<file path="config.mk">
export PLATFORM = sky130hd
export DESIGN_NAME = mem_bus_arbiter
export DESIGN_NICKNAME = d
export VERILOG_FILES = /design/src/rtl/minisys_bus_pkg.sv /design/src/rtl/mem_bus_arbiter_arb_pick.sv /design/src/rtl/mem_bus_arbiter.sv
export SDC_FILE = /design/constraint.sdc
export NUM_CORES = 1
export LEC_CHECK = 0
export BUFFER_PORTS_ARGS = -buffer_cell sky130_fd_sc_hd__buf_2
export CELL_PAD_IN_SITES_DETAIL_PLACEMENT = 1
export CELL_PAD_IN_SITES_GLOBAL_PLACEMENT = 2
export CORE_ASPECT_RATIO = 0.75
export CORE_MARGIN = 2
export CORE_UTILIZATION = 25
export DETAILED_ROUTE_END_ITERATION = 8
export PLACE_DENSITY = 0.91
export SLEW_MARGIN = 20
export SYNTH_ARGS = -nofsm -noshare
export SYNTH_HDL_FRONTEND = slang
export SYNTH_SLANG_ARGS = --single-unit
</file>
<file path="constraint.sdc">
create_clock -name clock -period 2.9 [get_ports clock]
set_input_delay 0.435 -clock clock [delete_from_list [all_inputs] [get_ports clock]]
set_output_delay 0.435 -clock clock [all_outputs]
set_load 0.02 [all_outputs]
</file>
<file path="src/rtl/minisys_bus_pkg.sv">
// Shared types for the memory/IO bus arbiter: FSM state encoding, default
// widths and the owner encoding used to steer acks and read data.
package minisys_bus_pkg;

    localparam int DEF_ADDR_W = 32;
    localparam int DEF_DATA_W = 32;

    localparam logic OWN_CPU = 1'b0;
    localparam logic OWN_LDR = 1'b1;

    typedef enum logic [1:0] {
        IDLE  = 2'd0,
        ISSUE = 2'd1,
        WAIT  = 2'd2,
        DONE  = 2'd3
    } bus_state_t;

    // Bit 0 is the CPU ack, bit 1 the loader ack.
    function automatic logic [1:0] owner_onehot(input logic own);
        logic [1:0] oh;
        oh = 2'b00;
        if (own == OWN_LDR) begin
            oh[1] = 1'b1;
        end else begin
            oh[0] = 1'b1;
        end
        return oh;
    endfunction

endpackage

</file>
<file path="src/rtl/mem_bus_arbiter_arb_pick.sv">
// Winner select for the two bus requesters. Define ARB_ROUND_ROBIN_EN to
// alternate on contention; otherwise the CPU has fixed priority.
module arb_pick
    import minisys_bus_pkg::*;
(
    input  logic req0,
    input  logic req1,
    input  logic last_grant,
    output logic grant_vld,
    output logic grant_own
);

`ifdef ARB_ROUND_ROBIN_EN
    always_comb begin
        grant_vld = req0 | req1;
        grant_own = OWN_CPU;
        if (req0 && req1) begin
            // On contention hand the bus to whoever was not served last.
            grant_own = (last_grant == OWN_CPU) ? OWN_LDR : OWN_CPU;
        end else if (req1) begin
            grant_own = OWN_LDR;
        end
    end
`else
    logic unused_last_grant;
    assign unused_last_grant = last_grant;

    always_comb begin
        grant_vld = req0 | req1;
        grant_own = OWN_CPU;
        if (!req0 && req1) begin
            grant_own = OWN_LDR;
        end
    end
`endif

endmodule

</file>
<file path="src/rtl/mem_bus_arbiter.sv">
// Serialises CPU and loader accesses onto the single memory/IO port.
// Arbitration policy selected by ARB_ROUND_ROBIN_EN (see arb_pick).
module mem_bus_arbiter
    import minisys_bus_pkg::*;
#(
    parameter int ADDR_W  = DEF_ADDR_W,
    parameter int DATA_W  = DEF_DATA_W,
    parameter int MEM_LAT = 1
) (
    input  logic              clock,
    input  logic              reset,
    input  logic              req0,
    input  logic              we0,
    input  logic [ADDR_W-1:0] addr0,
    input  logic [DATA_W-1:0] wdata0,
    output logic [DATA_W-1:0] rdata0,
    output logic              ack0,
    output logic              cpu_stall,
    input  logic              req1,
    input  logic              we1,
    input  logic [ADDR_W-1:0] addr1,
    input  logic [DATA_W-1:0] wdata1,
    output logic [DATA_W-1:0] rdata1,
    output logic              ack1,
    output logic              mem_en,
    output logic              mem_we,
    output logic [ADDR_W-1:0] mem_addr,
    output logic [DATA_W-1:0] mem_wdata,
    input  logic [DATA_W-1:0] mem_rdata,
    output logic              busy
);

    // Counter only has to hold MEM_LAT-1.
    localparam int CNT_W = (MEM_LAT > 1) ? $clog2(MEM_LAT) : 1;

    bus_state_t       state;
    bus_state_t       state_nxt;
    logic             owner;
    logic             last_grant;
    logic             lat_we;
    logic [CNT_W-1:0] cnt;
    logic             rd_sample;
    logic             grant_vld;
    logic             grant_own;

    arb_pick u_arb_pick (
        .req0       (req0),
        .req1       (req1),
        .last_grant (last_grant),
        .grant_vld  (grant_vld),
        .grant_own  (grant_own)
    );

    always_comb begin
        state_nxt  = state;
        rd_sample  = 1'b0;
        mem_en     = 1'b0;
        mem_we     = 1'b0;
        {ack1, ack0} = 2'b00;
        case (state)
            IDLE: begin
                if (grant_vld) begin
                    state_nxt = ISSUE;
                end
            end
            ISSUE: begin
                mem_en = 1'b1;
                mem_we = lat_we;
                if (lat_we) begin
                    state_nxt = DONE;
                end else if (MEM_LAT == 1) begin
                    rd_sample = 1'b1;
                    state_nxt = DONE;
                end else begin
                    state_nxt = WAIT;
                end
            end
            WAIT: begin
                // Data is captured on the edge that takes the count to zero.
                if (cnt <= CNT_W'(1)) begin
                    rd_sample = 1'b1;
                    state_nxt = DONE;
                end
            end
            DONE: begin
                {ack1, ack0} = owner_onehot(owner);
                state_nxt    = IDLE;
            end
            default: begin
                state_nxt = IDLE;
            end
        endcase
    end

    always_ff @(posedge clock) begin
        if (!reset) begin
            state      <= IDLE;
            owner      <= OWN_CPU;
            last_grant <= OWN_LDR;
            lat_we     <= 1'b0;
            cnt        <= '0;
            mem_addr   <= '0;
            mem_wdata  <= '0;
            rdata0     <= '0;
            rdata1     <= '0;
        end else begin
            state <= state_nxt;

            // Request is frozen at grant; later input changes are ignored.
            if (state == IDLE && grant_vld) begin
                owner     <= grant_own;
                lat_we    <= (grant_own == OWN_LDR) ? we1    : we0;
                mem_addr  <= (grant_own == OWN_LDR) ? addr1  : addr0;
                mem_wdata <= (grant_own == OWN_LDR) ? wdata1 : wdata0;
            end

            if (state == ISSUE) begin
                cnt <= CNT_W'(MEM_LAT - 1);
            end else if (state == WAIT) begin
                cnt <= cnt - CNT_W'(1);
            end

            if (rd_sample) begin
                if (owner == OWN_LDR) begin
                    rdata1 <= mem_rdata;
                end else begin
                    rdata0 <= mem_rdata;
                end
            end

            if (state == DONE) begin
                last_grant <= owner;
            end
        end
    end

    assign cpu_stall = req0 & ~ack0;
    assign busy      = (state != IDLE);

endmodule

</file>
=== Word level (Yosys, flattened, before mapping) ===
Cells that the tools add are included.

* $add $sub $neg: 1
* $lt $le $gt $ge: 1
* Equality and inequality tests: 5
* Reduce and logical (&&, ||, !) cells: 9
* Bitwise operators: 5
* Mux-type cells: 16

{| class="wikitable"
|+ Operators by type and width
! kind !! count
|-
| 2-to-1 mux 32 bit || 2
|-
| 2-to-1 mux 1 bit || 10
|-
| one-hot mux 2 bit (4 select lines) || 1
|-
| AND reduction 2 bit || 3
|-
| == test 2 bit (second input constant) || 2
|-
| 2-to-1 mux 2 bit || 2
|-
| inequality test 2 bit (second input constant) || 2
|-
| NOT 1 bit || 3
|-
| == test 2 x 1 -> 1 bit (second input constant) || 1
|-
| logical AND 1 bit || 2
|-
| logical NOT 2 bit || 1
|-
| one-hot mux 1 bit (2 select lines) || 1
|-
| nonzero test 2 bit || 1
|-
| OR reduction 2 bit || 1
|-
| bitwise AND 1 bit || 1
|-
| <= comparator 1 bit (second input constant) || 1
|-
| logical NOT 1 bit || 1
|-
| bitwise OR 1 bit || 1
|-
| subtractor 1 bit (second input constant) || 1
|}

* Output and inout bits: 134
* Bits of input ports: 166
* Word-level logic and storage cells: 45
* Flip-flop bits (word level): 133

=== Logic depth before layout (Yosys ltp) ===
Gate-level depths: netlist of the first run.

* Depth in word-level cells: 4
* Depth in mapped cells: 7
* Gate-level depth less buffers: 5

=== Cells and area by module ===
From an unflattened synthesis of the first run, not the netlist that was laid out.

* Cells, all modules: 563
* Area total of the unflattened synthesis: 5,808.1 µm²

{| class="wikitable"
|+ By module, submodules not included
! module !! area an instance (µm²) !! seq. area each (µm²) !! cells each !! instances
|-
| mem_bus_arbiter || 5,795.6 || 2,662.6 || 561 || 1
|-
| arb_pick || 12.5 || 0.0 || 2 || 1
|}

=== Least setup slack after synthesis of the first run ===
Ideal clock, no wire load.

* Kind: register to register
* From: reg state[1]
* To: reg rdata1[0]
* Data required time: 2,828 ps
* Path slack: 1,306 ps
* Buffers on the path: 1
* Data arrival time: 1,522 ps
* Cell stages (with the launch flop): 7
* Library setup time: 72 ps
* Period minus slack after synthesis: 1,594 ps
* Cells stage by stage: dfxtp_1 -> inv_1 -> ha_1 -> nor2b_2 -> o211ai_2 -> buf_4 -> mux2i_1

* Longest elaborated chain between the ends: 3
* Elaborated cells on any way between the ends: 4
* Classes of those cells: 2 x eq/ne; 1 x mux; 1 x reduce/logical

{| class="wikitable"
|+ Ends and longest elaborated chain
! element !! line !! text
|-
| start, declared || mem_bus_arbiter.sv:36 || <nowiki>bus_state_t state;</nowiki>
|-
| start signal, assigned || mem_bus_arbiter.sv:107 || <nowiki>state <= state_nxt;</nowiki>
|-
| == test 2 bit or == test 2 x 1 -> 1 bit (tied branches) || mem_bus_arbiter.sv:60 || <nowiki>case (state)</nowiki>
|-
| one-hot mux 1 bit (2 select lines) * || mem_bus_arbiter.sv:60 ||
|-
| AND reduction 2 bit (no source line) * || n/a ||
|-
| end signal, assigned || mem_bus_arbiter.sv:125 || <nowiki>rdata1 <= mem_rdata;</nowiki>
|-
| end, declared || mem_bus_arbiter.sv:23 || <nowiki>output logic [DATA_W-1:0] rdata1,</nowiki>
|}

Every way passes the cells marked *; elsewhere a longest branch is shown, timed or not.
A chain may end at the register's enable or synchronous reset.

=== Worst setup path in the final report of the first run ===
* From: reg state[0]
* To: out cpu_stall

* Longest elaborated chain between the ends: 4

{| class="wikitable"
|+ Ends and longest elaborated chain
! element !! line !! text
|-
| == test 2 bit || mem_bus_arbiter.sv:60 ||
|-
| 2-to-1 mux 1 bit || mem_bus_arbiter.sv:60 ||
|-
| NOT 1 bit || mem_bus_arbiter.sv:137 || <nowiki>assign cpu_stall = req0 & ~ack0;</nowiki>
|-
| bitwise AND 1 bit || mem_bus_arbiter.sv:137 ||
|-
| end, declared || mem_bus_arbiter.sv:18 || <nowiki>output logic cpu_stall,</nowiki>
|}

Every way passes these cells.

==> flow_metrics.py, run 1 <==
metrics = {
    "floorplan": {
        "coreArea_um2": 21070,
        "die_x_um": 172.8,
        "std_cell_rows": 46,
        "ios": 300,
        "dieArea_um2": 22560,
        "die_y_um": 130.6,
        "start_util": 0.2536,
    },
    "placement": {
        "place_congestion": 0.7539,
        "placed_cells": 1175,
        "dp_slack_ps": 481.5,
        "hpwl_um": 13000,
        "dpl-instance-area_um2": 7054,
        "io_buffers": 299,
    },
    "synthesis": {
        "synth_most_common_cell": "nand2_1",
        "seq_area_frac_synth": 0.4947,
        "synth_top_cell_area_share": 0.4947,
        "syn_area_per_cell_um2": 8.465,
        "yosysTopAreaCell": "dfxtp_1",
        "synth.distinct_cells": 25,
        "syn-num-nets": 801,
        "synthTopCellsByArea": "dfxtp_1 (49%), nand2_1 (16%), mux2i_1 (12%), a31oi_1 (7.6%), o21ai_1 (4.4%)",
        "ys_warn_count": 0,
        "synth_edf_count": 0,
        "ys_ff_latch": 132,
        "syn_inst": 631,
        "netlist_area_um2": 5341,
        "async_flop_share": 0,
        "synth_flop_cell": "dfxtp_1",
        "synth.top_cells.by_count": "nand2_1 (229), dfxtp_1 (132), a31oi_1 (65), mux2i_1 (65), o21ai_1 (47)",
    },
    "drt": {
        "wl_per_cell_um": 15.27,
        "viasPerCell": 4.486,
        "drt-pass1-iter-count": 4,
        "drt_iter0_drc": 183,
        "drtAntennaViolNets": 0,
        "drt-total-wl_um": 18440,
        "drcViolationCount": 0,
        "via_count": 5419,
    },
    "critical_path": {
        "worstSetupStartpointType": "flop",
        "critical_path.cell_chain": "ha_1, nor2b_1, nor2b_1, buf_2",
        "critPathKind": "reg2out",
        "critical_path.max_fanout": 4,
        "crit_family": "simple AND/OR/NAND/NOR gates",
        "r2r-start": "state[1]$_SDFFE_PN0P_",
        "worst-path-buf-inv": 1,
        "required_ps": 2470,
        "arrival_ps": 1580,
        "cp_slowest_cell": "dfxtp_1",
        "worstSetupStartpoint": "state[0]$_SDFFE_PN0P_",
        "max_stage_delay_ps": 380,
        "cpMostUsedCell": "nor2b_1",
        "cp-end-kind": "primary output",
    },
    "clock_tree": {
        "ctsHoldBuffers": 0,
        "clk_pin_slew_worst_paths_ps": 70,
        "cts_root_buffer": "clkbuf_16",
        "cts_buffers": 17,
        "h-tree-depth": 4,
        "cts_tree": "done",
        "clk_latency_ps": 420,
        "cts_resized": 0,
        "postCtsSetupBuffers": 0,
        "cts.path.max_buffers": 2,
        "clock_sinks": 132,
    },
    "sta": {
        "worstMarginPinSlew_ps": 759.8,
        "slew_violations": 0,
        "finalWorstSetupSlack_ps": 884.1,
        "worst_clock_skew_ps": 8.454,
        "finalSetupViolations": 0,
        "fmax_mhz": 496.1,
        "fin_crit_ps": 2016,
        "finalHoldViolations": 0,
        "rsz0062_at_grt": "false",
        "fin_crit_sh": 0.6951,
        "setup-tns-final_ps": 0,
        "hold_ws_ps": 267.3,
        "slew_headroom": 0.4935,
    },
    "cells_and_area": {
        "area_growth_pct": 43.08,
        "final_cells": 1208,
        "final_nets": 1077,
        "n_fill_cell": 2601,
        "design_area_um2": 7642,
        "drive_above_1_share": 0.3772,
        "diodes": 0,
    },
    "worst_hold_path": {
        "min-delay-start": "wdata1[24]",
        "hp-class": "in2reg",
    },
    "global_routing": {
        "grtUsageTotal": 0.1614,
        "grt_pass1_vias": 5513,
        "grt_pass1_wl_um": 29090,
        "grt_remaining_overflow": 0,
        "antenna_found_initial": 0,
        "grt_max_degree": 68,
    },
    "pwr": {
        "vdd_drop_max_mv": 0.3033,
        "leakage_nw": 4.033,
        "powerDensity_nw_per_um2": 699.1,
    },
    "run_status": {
        "run_status": "completed",
    },
    "flow_run": {
        "drv_cap": 0,
    },
}
-- power breakdown --
part / leakage [nW] / switching (mW) / internal, mW
clock network: 0.268 / 0.931 / 1.13
registers: 1.08 / 0.102 / 2.01
logic: 2.68 / 0.728 / 0.438
total: 4.03 / 1.76 / 3.58
-- worst reg2reg max path: stages, from the launching register on --
cell	delay, ps
dfxtp_1	370
inv_1	80
ha_1	210
nor2b_2	190
o21ai_4	500
buf_4	320
mux2i_1	230
-- final cells by class --
cell class,instances,area [um2],area share
multi-input combinational,444,2436,0.3188
inverter,3,11.26,0.001473
clock buffer,17,425.4,0.05566
tap,288,360.3,0.04715
sequential,132,2643,0.3458
timing repair buffer,309,1632,0.2135
clock inverter,15,135.1,0.01768
-- sequential cells by signal, summed over array words and instances, names as in the netlist --
| signal | cells |
|---|---|
| owner | 1 |
| mem_wdata | 32 |
| rdata0 | 32 |
| lat_we | 1 |
| state | 2 |
| mem_addr | 32 |
| rdata1 | 32 |
-- kinds of logic after synthesis --
kind of cell               Yosys count  synth area share
adders and majority gates            4          0.009370
DFF                                132            0.4947
muxes                               65            0.1218
buffers and inverters               55           0.05434
AOI/OAI and AO/OA                  135            0.1452
and+or+nand+nor                    240            0.1745
-- through the flow --
step / power [mW] / utilization
6_report: 5.342 / 0.3628
5_1_grt: 5.638 / 0.3628
4_1_cts: 5.423 / 0.3615
3_5_place_dp: 3.323 / 0.3349
3_3_place_gp: 3.299 / 0.3349
2_1_floorplan: 2.877 / -
-- worst paths after layout --
path	end	cells past startpoint	slack, ps
max	cpu_stall	4	880
min	mem_wdata[24]$_SDFFE_PN0P_	3	270
max reg2reg	rdata0[3]$_SDFFE_PN0P_	6	910
min reg2reg	rdata0[25]$_SDFFE_PN0P_	2	460
-- layout by cell type (no fill, tap or decap), drive strengths merged --
master	n
o211ai	1
o21ai	66
clkbuf	17
o211a	1
and2	2
buf	309
clkinv	2
nor2b	5
a21oi	1
dfxtp	132
mux2i	65
or3b	1
and2b	1
nor2	1
a31oi	65
nand2b	1
clkinvlp	3
nand2	229
o21a	1
ha	4
inv	13
-- per-layer routing --
layer,track usage,routed length [um],vias up
met1,0.1960,8391,2538
li1,-,-,2692
met3,0.05150,1156,19
met5,0,0,-
met2,0.2762,8652,170
met4,0.04985,242,0
Note: power is estimated with default switching activity, not from simulation.
==> inputs of run 2 (changes only) <==
--- a/config.mk
+++ b/config.mk
@@ -5,14 +5,15 @@
 export SDC_FILE = /design/constraint.sdc
 export NUM_CORES = 1
 export LEC_CHECK = 0
+export ABC_AREA = 1
 export BUFFER_PORTS_ARGS = -buffer_cell sky130_fd_sc_hd__buf_2
 export CELL_PAD_IN_SITES_DETAIL_PLACEMENT = 1
 export CELL_PAD_IN_SITES_GLOBAL_PLACEMENT = 2
 export CORE_ASPECT_RATIO = 0.75
 export CORE_MARGIN = 2
-export CORE_UTILIZATION = 25
+export CORE_UTILIZATION = 23
 export DETAILED_ROUTE_END_ITERATION = 8
-export PLACE_DENSITY = 0.91
+export PLACE_DENSITY = 0.87
 export SLEW_MARGIN = 20
 export SYNTH_ARGS = -nofsm -noshare
 export SYNTH_HDL_FRONTEND = slang
==> constraint.sdc (replaced) <==
create_clock -name clock -period 1.9 [get_ports clock]
set_input_delay 0.285 -clock clock [delete_from_list [all_inputs] [get_ports clock]]
set_output_delay 0.285 -clock clock [all_outputs]
set_load 0.02 [all_outputs]
==> flow_metrics.py, run 2 <==
metrics = {
    "run_status": {
        "run_status": "completed",
    },
    "synthesis": {
        "synth.top_cells.by_count": "nand2_1 (264), nor2_1 (263), inv_1 (234)",
        "synthTopCellsByArea": "dfxtp_1 (39%), nand2_1 (15%), nor2_1 (15%), inv_1 (13%), nand4_1 (5.9%)",
        "syn_area_per_cell_um2": 6.097,
        "synth_flop_cell": "dfxtp_1",
        "seq_area_frac_synth": 0.3915,
        "synth.distinct_cells": 20,
        "synth_most_common_cell": "nand2_1",
        "syn-num-nets": 1277,
        "synth_edf_count": 0,
        "ys_warn_count": 0,
        "yosysTopAreaCell": "dfxtp_1",
        "synth_top_cell_area_share": 0.3915,
        "async_flop_share": 0,
        "netlist_area_um2": 6749,
        "syn_inst": 1107,
        "ys_ff_latch": 132,
    },
    "drt": {
        "drt-total-wl_um": 23990,
        "viasPerCell": 4.073,
        "wl_per_cell_um": 13.38,
        "drtAntennaViolNets": 0,
        "via_count": 7303,
        "drt_iter0_drc": 194,
        "drt-pass1-iter-count": 4,
        "drcViolationCount": 0,
    },
    "placement": {
        "io_buffers": 299,
        "place_congestion": 0.7714,
        "hpwl_um": 17610,
        "dp_slack_ps": 83.82,
    },
    "worst_hold_path": {
        "hold_depth": 5,
        "hp-class": "in2reg",
    },
    "pwr": {
        "combPwrFrac": 0.281,
        "powerDensity_nw_per_um2": 1012,
        "clockPowerShare": 0.365,
        "internal-power_mw": 6.141,
        "vdd_drop_max_mv": 0.5052,
        "switchingPower_mw": 3.250,
        "power.total_mw": 9.391,
        "leakage_nw": 5.418,
        "seqPwrFrac": 0.353,
        "switching_share": 0.3460,
    },
    "global_routing": {
        "grt_max_degree": 92,
        "grt_remaining_overflow": 0,
        "grt_pass1_vias": 7269,
        "grt_pass1_wl_um": 38580,
        "grtUsageTotal": 0.1560,
        "antenna_found_initial": 2,
    },
    "cells_and_area": {
        "drive_above_1_share": 0.2623,
        "final_common_cell": "buf_2",
        "n_fill_cell": 3835,
        "final_nets": 1556,
        "final_cell_mix": "buf_2 (298), nor2_1 (263), nand2_1 (263)",
        "area_growth_pct": 37.50,
        "final_util": 0.3202,
    },
    "clock_tree": {
        "cts_tree": "done",
        "ctsHoldBuffers": 0,
        "clk_pin_slew_worst_paths_ps": 60,
        "cts_root_buffer": "clkbuf_16",
        "clk_latency_ps": 420,
        "clock_sinks": 132,
        "h-tree-depth": 4,
        "cts_buffers": 17,
        "postCtsSetupBuffers": 0,
        "cts_resized": 0,
        "cts.path.max_buffers": 2,
    },
    "critical_path": {
        "reg2reg_depth": 7,
        "arrival_ps": 1410,
        "critical_path.max_fanout": 4,
        "cp-end-kind": "primary output",
        "worstSetupStartpointType": "flop",
        "required_ps": 1620,
        "critPathKind": "reg2out",
    },
    "floorplan": {
        "die_y_um": 152.4,
        "start_util": 0.2328,
        "dieArea_um2": 30740,
        "coreArea_um2": 28990,
        "die_x_um": 201.8,
        "ios": 300,
        "std_cell_rows": 54,
    },
    "sta": {
        "finalSetupViolations": 0,
        "setup-tns-final_ps": 0,
        "rsz0062_at_grt": "false",
        "worstMarginPinSlew_ps": 426.1,
        "fin_crit_sh": 0.8944,
        "fmax_mhz": 588.5,
        "slew_violations": 0,
        "hold_ws_ps": 175.7,
        "finalHoldViolations": 0,
        "finalWorstSetupSlack_ps": 200.6,
        "slew_headroom": 0.7159,
        "fin_crit_ps": 1699,
        "worst_clock_skew_ps": 11.15,
    },
    "flow_run": {
        "drv_cap": 0,
    },
}
[run 2: changes by cell type after synthesis, sizes merged, moves of 2 or more]
cell and change:
a31oi -65, and2 -2, buf +20, clkbuf -3
inv +233, mux2i -65, nand2 +36, nand3 +3
nand4 +64, nor2 +262, nor2b -5, o21ai +2
[run 2: layout make-up]
| type | instances | area, um2 | area share |
|---|---|---|---|
| antenna | 2 | 5.005 | 0.0005393 |
| clock buffer | 20 | 446.7 | 0.04813 |
| clock inverter | 12 | 155.1 | 0.01672 |
| inverter | 236 | 888.4 | 0.09573 |
| multi-input combinational | 670 | 2826 | 0.3046 |
| sequential | 132 | 2644 | 0.2849 |
| tap | 392 | 490.5 | 0.05285 |
| timing repair buffer | 329 | 1824 | 0.1966 |
[run 2: final timing paths]
path / start / end / slack (ps)
setup / recovery: state[1]$_SDFFE_PN0P_ / cpu_stall / 200
hold / removal: wdata0[27] / mem_wdata[27]$_SDFFE_PN0P_ / 180
setup reg to reg: state[1]$_SDFFE_PN0P_ / rdata0[3]$_SDFFE_PN0P_ / 240
hold reg to reg: mem_addr[10]$_SDFFE_PN0P_ / mem_addr[10]$_SDFFE_PN0P_ / 490
[run 2: cells by family (layout without fill, tap and decap cells)]
family,Yosys count,count (layout),synth area share
simple gates,595,595,0.3563
buf+inv,305,597,0.1911
flops,132,132,0.3915
compound gates,71,71,0.05358
fa+ha+maj,4,4,0.007416
other cells,0,2,0
[run 2: critical path, stage by stage, from the launching register on]
cell	delay (ps)
dfxtp_1	380
ha_1	240
inv_1	60
nor2_1	120
nor2_1	50
buf_2	160
[run 2: through the flow]
| stage | std cells | area [um2] |
|---|---|---|
| after floorplan | 1107 | 6749 |
| after global placement | 1759 | 8672 |
| after detailed placement | 1759 | 8672 |
| after CTS | 1791 | 9274 |
| after global routing | 1793 | 9280 |
| final | 1793 | 9280 |
[run 2: metal layers]
metal | track usage | part of all wire
met2 | 0.2538 | 0.45
met1 | 0.2026 | 0.49
met3 | 0.03892 | 0.049
met4 | 0.04972 | 0.017
met5 | 0 | 0
[run 2: power by group through the flow]
stage          Clock [mW]  Combinational, mW  Sequential [mW]
3_3_place_gp            0               2.61             3.37
6_report             3.43               2.64             3.32
4_1_cts              3.56               2.68             3.32
2_1_floorplan           0               1.31             3.76
3_5_place_dp            0               2.67             3.38
5_1_grt              3.68               2.96             3.36
==> inputs of run 3 (changes only) <==
--- a/config.mk
+++ b/config.mk
@@ -13,7 +13,7 @@
 export CORE_MARGIN = 2
 export CORE_UTILIZATION = 23
 export DETAILED_ROUTE_END_ITERATION = 8
-export PLACE_DENSITY = 0.87
+export PLACE_DENSITY = 0.84
 export SLEW_MARGIN = 20
 export SYNTH_ARGS = -nofsm -noshare
 export SYNTH_HDL_FRONTEND = slang
==> flow_metrics.py, run 3 (synthesis gave the netlist of run 2 again) <==
metrics = {
    "run_status": {
        "run_status": "completed",
    },
    "critical_path": {
        "critical_path.cell_chain": "ha_1, inv_1, nor2_1, nor2_1, buf_2",
        "cp-end-kind": "primary output",
        "max_stage_delay_ps": 380,
        "reg2reg_depth": 7,
        "cp_slowest_cell": "dfxtp_1",
        "critPathKind": "reg2out",
        "cpMostUsedCell": "nor2_1",
        "critical_path.max_fanout": 4,
        "arrival_ps": 1490,
        "r2r-start": "state[1]$_SDFFE_PN0P_",
        "worstSetupStartpointType": "flop",
        "regToRegSetupSlack_ps": 200,
        "reg2reg_to": "rdata1[28]$_SDFFE_PN0P_",
        "required_ps": 1620,
    },
    "pwr": {
        "vdd_drop_max_mv": 0.5802,
        "switchingPower_mw": 3.186,
        "seqPwrFrac": 0.351,
        "clockPowerShare": 0.373,
        "powerDensity_nw_per_um2": 1020,
        "combPwrFrac": 0.276,
        "switching_share": 0.3385,
        "leakage_nw": 5.387,
        "internal-power_mw": 6.226,
    },
    "clock_tree": {
        "ctsHoldBuffers": 0,
        "postCtsSetupBuffers": 0,
        "cts.path.max_buffers": 2,
        "clk_pin_slew_worst_paths_ps": 60,
        "cts_resized": 0,
        "cts_root_buffer": "clkbuf_16",
        "clk_latency_ps": 420,
        "h-tree-depth": 4,
        "cts_buffers": 17,
        "cts_tree": "done",
        "clock_sinks": 132,
    },
    "sta": {
        "worstMarginPinSlew_ps": 334.2,
        "worst_clock_skew_ps": 10.00,
        "fin_crit_ps": 1778,
        "finalHoldViolations": 0,
        "rsz0062_at_grt": "false",
        "fmax_mhz": 562.3,
        "hold_ws_ps": 179.0,
        "slew_violations": 0,
        "finalSetupViolations": 0,
        "setup-tns-final_ps": 0,
        "slew_headroom": 0.7772,
        "fin_crit_sh": 0.9360,
    },
    "placement": {
        "io_buffers": 299,
        "place_congestion": 0.7976,
        "hpwl_um": 17820,
    },
    "floorplan": {
        "ios": 300,
        "start_util": 0.2328,
        "die_x_um": 201.8,
        "die_y_um": 152.4,
        "coreArea_um2": 28990,
        "dieArea_um2": 30740,
        "std_cell_rows": 54,
    },
    "cells_and_area": {
        "final_cell_mix": "buf_2 (298), nor2_1 (263), nand2_1 (263)",
        "drive_above_1_share": 0.2566,
        "final_common_cell": "buf_2",
        "final_nets": 1549,
        "area_growth_pct": 36.76,
        "n_fill_cell": 3812,
    },
    "drt": {
        "wl_per_cell_um": 13.39,
        "met1_length_um": 11230,
        "via_count": 7250,
        "drtAntennaViolNets": 0,
        "wl_met2_um": 11100,
        "drt-pass1-iter-count": 4,
        "wl_met3_um": 1228,
        "viasPerCell": 4.062,
        "drt-total-wl_um": 23910,
        "highest_layer": "met5",
        "drt_iter0_drc": 222,
        "drcViolationCount": 0,
    },
    "worst_hold_path": {
        "min-delay-start": "wdata0[8]",
        "hold_depth": 5,
        "min_to": "mem_wdata[8]$_SDFFE_PN0P_",
        "hp-class": "in2reg",
    },
    "global_routing": {
        "grt_max_degree": 56,
        "antenna_found_initial": 4,
        "grt_pass1_vias": 7554,
        "grt_pass1_wl_um": 39120,
        "grtUsageTotal": 0.1589,
        "grt_remaining_overflow": 0,
    },
    "flow_run": {
        "drv_cap": 0,
    },
}
==> run 3: cell count changes in the layout (fill, tap and decap cells not counted), sizes merged <==
cell      before  now
clkbuf        20   21
bufinv         3    4
inv          237  235
buf          329  322
clkinvlp       2    1
==> run 3: how the worst max path moves through the flow <==
stage	cells after the start	to	startpoint	slack (ps)
6_report	5	cpu_stall	state[0]$_SDFFE_PN0P_	120
5_1_grt	4	cpu_stall	owner$_SDFFE_PN0P_	30
4_1_cts	5	cpu_stall	state[1]$_SDFFE_PN0P_	110
3_5_place_dp	7	rdata1[28]$_SDFFE_PN0P_	state[1]$_SDFFE_PN0P_	190
3_3_place_gp	6	rdata1[15]$_SDFFE_PN0P_	state[0]$_SDFFE_PN0P_	280
2_1_floorplan	9	rdata0[17]$_SDFFE_PN0P_	state[1]$_SDFFE_PN0P_	440
==> run 3: layer usage <==
| layer | up-vias | GRT usage |
|---|---|---|
| li1 | 3794 | - |
| met1 | 3284 | 0.2013 |
| met2 | 149 | 0.2625 |
| met3 | 21 | 0.04512 |
| met4 | 2 | 0.04622 |
| met5 | - | 0 |
==> run 3: critical path: cells and delay by family (launching register included) <==
kind                     cells  cell delay [ps]
buffers and inverters        2              220
AND/OR/NAND/NOR              2              180
adder cells (fa/ha/maj)      1              290
flip-flops                   1              380
==> run 3: layout make-up <==
class / count / area (um2) / share of cell area
clock buffer: 21 / 450.4 / 0.04880
sequential: 132 / 2643 / 0.2863
inverter: 236 / 887.1 / 0.09611
tap: 392 / 490.5 / 0.05314
timing repair buffer: 322 / 1772 / 0.1919
multi-input combinational: 670 / 2826 / 0.3062
antenna: 2 / 5.005 / 0.0005422
clock inverter: 10 / 156.4 / 0.01694
==> run 3: per-stage QoR <==
stage / power, mW / utilization / std cells / setup slack (ps) / instance area, um2
final: 9.412 / 0.3184 / 1785 / 121.5 / 9230
after detailed placement: 6.000 / 0.2973 / 1752 / 190.2 / 8618
after floorplan: 5.063 / - / 1107 / 442.5 / 6749
after CTS: 9.608 / 0.3183 / 1783 / 113.1 / 9225
after global routing: 10.06 / 0.3184 / 1785 / 33.40 / 9230
after global placement: 5.930 / 0.2973 / 1752 / 277.3 / 8618
==> run 3: power groups by stage <==
stage / logic [mW] / registers [mW] / clock network, mW
after CTS: 2.65 / 3.31 / 3.65
after floorplan: 1.31 / 3.76 / 0
after detailed placement: 2.63 / 3.37 / 0
after global placement: 2.57 / 3.36 / 0
final: 2.60 / 3.31 / 3.51
after global routing: 2.93 / 3.35 / 3.77
